File: config.mk
export PLATFORM = sky130hd
export DESIGN_NAME = simplebus_req_queue
export DESIGN_NICKNAME = d
export VERILOG_FILES = /design/src/rtl/simplebus_req_queue.sv
export SDC_FILE = /design/constraint.sdc
export NUM_CORES = 1
export LEC_CHECK = 0
export CAP_MARGIN = 15
export CORE_ASPECT_RATIO = 0.8
export CORE_MARGIN = 5
export CORE_UTILIZATION = 57
export CTS_CLUSTER_DIAMETER = 30
export DETAILED_ROUTE_END_ITERATION = 10
export GPL_ROUTABILITY_DRIVEN = 1
export PLACE_DENSITY = 0.82
export SLEW_MARGIN = 40
export SYNTH_ARGS = -nofsm -noshare
export SYNTH_HDL_FRONTEND = slang
export SYNTH_SLANG_ARGS = --single-unit
export TNS_END_PERCENT = 50
File: constraint.sdc
create_clock -name clock -period 6.1 [get_ports clock]
set_input_delay 1.22 -clock clock [delete_from_list [all_inputs] [get_ports clock]]
set_output_delay 1.22 -clock clock [all_outputs]
set_load 0.01 [all_outputs]
File: src/rtl/simplebus_req_queue.sv
// simplebus_req_queue: in-order CPU request FIFO in front of the simple-bus leader,
// returning read data on a valid/ready port. Optional wait watchdog: define TIMEOUT_EN.
module simplebus_req_queue #(
  parameter int DEPTH = 4,
  parameter int AW    = 16,
  parameter int DW    = 8
`ifdef TIMEOUT_EN
  ,
  parameter int TIMEOUT_CYCLES = 255
`endif
) (
  input  logic                   clock,
  input  logic                   resetN,
  input  logic                   req_valid,
  output logic                   req_ready,
  input  logic                   req_write,
  input  logic [AW-1:0]          req_addr,
  input  logic [DW-1:0]          req_wdata,
  output logic                   rsp_valid,
  input  logic                   rsp_ready,
  output logic [DW-1:0]          rsp_data,
  output logic                   rsp_err,
  output logic                   access,
  output logic                   doRead,
  output logic [AW-1:0]          addr_o,
  output logic [DW-1:0]          wdata_o,
  output logic                   wDataRdy,
  input  logic                   done_i,
  input  logic                   rdata_vld_i,
  input  logic [DW-1:0]          rdata_i,
  output logic [$clog2(DEPTH):0] count
);
  localparam int PW = $clog2(DEPTH);
  localparam int CW = PW + 1;
  localparam int EW = 1 + AW + DW;

  typedef enum logic [2:0] {IDLE, ISSUE, WAIT_WR, WAIT_RD, RESP} state_t;
  state_t state, state_nxt;

  logic [EW-1:0] mem [DEPTH];
  logic [PW-1:0] wr_ptr, rd_ptr;
  logic [EW-1:0] head;
  logic          empty, full, push, pop, head_write;
  logic          tmo_hit, rsp_nopop;

  assign empty      = (count == '0);
  assign full       = (count == CW'(DEPTH));
  assign req_ready  = !full;
  assign push       = req_valid && !full;
  assign head       = mem[rd_ptr];
  assign head_write = head[EW-1];

  // Head entry is presented continuously; forced to zero when nothing is queued
  assign doRead    = !empty && !head_write;
  assign addr_o    = empty ? '0 : head[DW +: AW];
  assign wdata_o   = empty ? '0 : head[DW-1:0];
  assign access    = (state == ISSUE);
  assign wDataRdy  = (state == WAIT_WR);
  assign rsp_valid = (state == RESP);

  always_comb begin
    state_nxt = state;
    pop       = 1'b0;
    case (state)
      IDLE:    if (!empty) state_nxt = ISSUE;
      ISSUE:   state_nxt = head_write ? WAIT_WR : WAIT_RD;
      WAIT_WR: begin
        if (done_i) begin
          pop       = 1'b1;
          state_nxt = IDLE;
        end else if (tmo_hit) begin
          pop       = 1'b1;
          state_nxt = RESP;
        end
      end
      WAIT_RD: if (rdata_vld_i || tmo_hit) state_nxt = RESP;
      RESP: begin
        // An aborted write already left the FIFO; only its error response remains
        if (rsp_ready) begin
          pop       = !rsp_nopop;
          state_nxt = IDLE;
        end
      end
      default: state_nxt = IDLE;
    endcase
  end

  always_ff @(posedge clock or negedge resetN) begin
    if (!resetN) begin
      state    <= IDLE;
      wr_ptr   <= '0;
      rd_ptr   <= '0;
      count    <= '0;
      rsp_data <= '0;
    end else begin
      state <= state_nxt;
      if (push) wr_ptr <= wr_ptr + PW'(1);
      if (pop)  rd_ptr <= rd_ptr + PW'(1);
      count <= count + CW'(push) - CW'(pop);
      if (state == WAIT_RD && rdata_vld_i) rsp_data <= rdata_i;
      else if (tmo_hit)                    rsp_data <= '0;
    end
  end

  always_ff @(posedge clock) begin
    if (push) mem[wr_ptr] <= {req_write, req_addr, req_wdata};
  end

`ifdef TIMEOUT_EN
  localparam int TW = $clog2(TIMEOUT_CYCLES + 1);
  logic [TW-1:0] timer;
  logic          waiting;

  assign waiting = (state == WAIT_WR) || (state == WAIT_RD);
  assign tmo_hit = waiting && (timer == TW'(TIMEOUT_CYCLES - 1));

  always_ff @(posedge clock or negedge resetN) begin
    if (!resetN) begin
      timer     <= '0;
      rsp_err   <= 1'b0;
      rsp_nopop <= 1'b0;
    end else begin
      if (state == ISSUE) timer <= '0;
      else if (waiting)   timer <= timer + TW'(1);
      if (state == WAIT_WR && !done_i && tmo_hit) begin
        rsp_err   <= 1'b1;
        rsp_nopop <= 1'b1;
      end else if (state == WAIT_RD && !rdata_vld_i && tmo_hit) begin
        rsp_err <= 1'b1;
      end else if (state == RESP && rsp_ready) begin
        rsp_err   <= 1'b0;
        rsp_nopop <= 1'b0;
      end
    end
  end
`else
  assign tmo_hit   = 1'b0;
  assign rsp_nopop = 1'b0;
  assign rsp_err   = 1'b0;
`endif

endmodule

==> flow_summary.json <==
{
  "status": "finished clean",
  "clock_latency_ns": 0.51,
  "area_growth_pct": 32.2,
  "cts_setup_buffers": 0,
  "fmax_ghz": 0.265,
  "syn_area_um2": 4680,
  "totalWireLength_mm": 8.89,
  "cp.required_ns": 4.88,
  "syn_nets": 280,
  "antenna_found_initial": 0,
  "drive_above_1_share_pct": 20.6,
  "final_common_cell": "edfxtp_1",
  "synthMuxAreaShare_pct": 14.5,
  "track_usage_pct": 19.0,
  "slew-limit-headroom_pct": 65.5,
  "synth_fa_ha_area_share_pct": 2.03,
  "dr.pass1.iters": 4,
  "drtIter0Drc": 108,
  "synthDistinctLibCells": 34,
  "total_power_mw": 3.30,
  "layout_common_cells": "100 x edfxtp_1, 77 x clkdlybuf4s50_1, 23 x nor2b_1",
  "postSynthCellCount": 234,
  "cts_max_level": 4,
  "hp-class": "reg2reg",
  "leakage_nw": 2.21,
  "yosys_warnings": 0,
  "hold_depth": 1,
  "pin_count": 80,
  "synth_top_family_by_area": "multiplexers",
  "antenna_left": 0,
  "crit_path_start_kind": "flip-flop",
  "synth-xor-area-share_pct": 0.935,
  "synth_top_area_share_pct": 64.1,
  "layout_worst_path_cycle_share_pct": 61.8,
  "avgSynthCellArea_um2": 20.0,
  "cp.arrival_ns": 2.55,
  "crit_path_max_incr_delay_ns": 0.76,
  "hold_viol_final": 0,
  "place_inst": 415,
  "dpl_cell_area_um2": 5590,
  "start_util_pct": 58.7,
  "die_area_um2": 10100,
  "critPathKind": "reg2out",
  "hold_end": "rsp_data[7]",
  "grt_pass1_wl_mm": 14.3,
  "core_um2": 7980,
  "synth_simple_gate_area_share_pct": 6.36,
  "num_vias": 2398,
  "max_slew.worst_pin.slew_ns": 0.518,
  "clock_path_buffers": 2,
  "wl_per_cell_um": 19.9,
  "ctsHoldBuffers": 0,
  "io_buffers": 78,
  "cts_resized": 0,
  "maxSlewViolCount": 0,
  "cts_tree": "done",
  "grt_overflow": 0,
  "worst_path_max_delay_cell": "dfrtp_4",
  "synth_largest_area_cell": "edfxtp_1",
  "dp.final_hpwl_mm": 5.26,
  "synth_compound_area_share_pct": 0.508,
  "crit_fanout": 27,
  "drc_errors": 0,
  "rsz0062_at_grt": "no",
  "fin_crit_ns": 3.77,
  "clk_pin_slew_ns": 0.06,
  "die_w_um": 111,
  "setup_tns_ns": 0,
  "min-delay-start": "rsp_data[7]",
  "yosysSeqAreaShare_pct": 73.7,
  "reg2reg_from": "count[1]",
  "design_area_um2": 6190,
  "nets": 372,
  "cts_root_buffer": "clkbuf_8",
  "setup_violations": 0,
  "utilization_pct": 77.5,
  "crit_chain": "mux4_2 -> nor2_1 -> clkdlybuf4s50_1",
  "final_cells": 447,
  "reg2reg_setup_slack_ns": 3.61,
  "drv_cap": 0,
  "powerDensity_nw_per_um2": 534,
  "numClockSinks": 118,
  "num_antenna_cells": 0,
  "grt_max_degree": 28,
  "vdd_drop_max_mv": 0.498,
  "numCtsBuffers": 17,
  "rr_endpoint": "count[2]",
  "reg2regPathDepth": 10,
  "fin_skew_ns": 0.0114,
  "synth_area_leaders": "edfxtp_1 64%, mux4_2 10%, dfrtp_1 9.6%, nor2b_1 3.1%, mux4_1 2.2%",
  "grt_pass1_vias": 2641,
  "num_rows": 29,
  "crit_path_end_kind": "primary output",
  "avgViaCountPerCell": 5.36,
  "synth-seq-cells": 118,
  "die_h_um": 91.1,
  "place_congestion": 0.753
}
## Yosys cell counts, drive strengths merged
cell    number
fa           1
buf          6
nand2        1
xor2         1
clkbuf       5
nor2         3
and3         4
nor3         2
conb         1
nor4bb       2
or3          2
and2         2
ha           6
a31oi        1
mux2         9
nor3b        1
inv          7
nor2b       23
dfrtp       18
nand3        2
or3b         1
o21ai        1
xnor2        4
nand2b       1
o31ai        1
and2b        2
mux4        25
edfxtp     100
or2          1
a21oi        1
## layer usage
metal | GRT usage [%] | routed length (um) | vias up
li1 | - | - | 1100
met1 | 22.4 | 3560 | 1213
met2 | 32.4 | 4720 | 77
met3 | 6.78 | 498 | 8
met4 | 6.89 | 116 | 0
met5 | 0 | 0 | -
## cell families after synthesis
group / count (synthesis)
adder cells (fa/ha/maj): 7
buffers and inverters: 18
AND/OR/NAND/NOR: 47
other: 1
XOR/XNOR: 5
AO/OA/AOI/OAI: 4
flip-flops: 118
multiplexers: 34
## layout make-up
type,count,area [um2]
flip-flops and latches,118,3460
fillers,428,1790
multi-input cells,98,1150
repair buffers,84,821
clock buffers,18,418
clock inverters,14,184
well taps,108,135
inverters,7,26.3
## power breakdown
part	internal (mW)	switching, mW
sequential	1.09	0.138
combinational	0.632	0.448
clock	0.658	0.338
total	2.38	0.924
## flip-flops by register name, summed over array words and instances, names as in the netlist
signal    flops
state         3
rsp_data      8
mem         100
count         3
rd_ptr        2
wr_ptr        2
## worst max path at each step
stage / start / to / cells after the start
6_report: rd_ptr[0] / doRead / 3
2_1_floorplan: rsp_ready / count[2] / 9
4_1_cts: rd_ptr[0] / doRead / 3
3_5_place_dp: rsp_ready / count[2] / 10
5_1_grt: rd_ptr[0] / doRead / 3
3_3_place_gp: rd_ptr[0] / doRead / 3
## critical path: cells and delay by family, from the launching register on
family | cells | cell delay [ns]
and+or+nand+nor | 1 | 0.14
buffers and inverters | 1 | 0.56
DFF | 1 | 0.76
muxes | 1 | 0.58
## per-stage QoR
step	worst slack (ns)	hold slack, ns
after global routing	2.19	0.520
after global placement	2.65	0.485
after CTS	2.26	0.506
after floorplan	3.22	0.495
final	2.33	0.502
after detailed placement	2.59	0.493
Note: power is estimated with default switching activity, not from simulation.
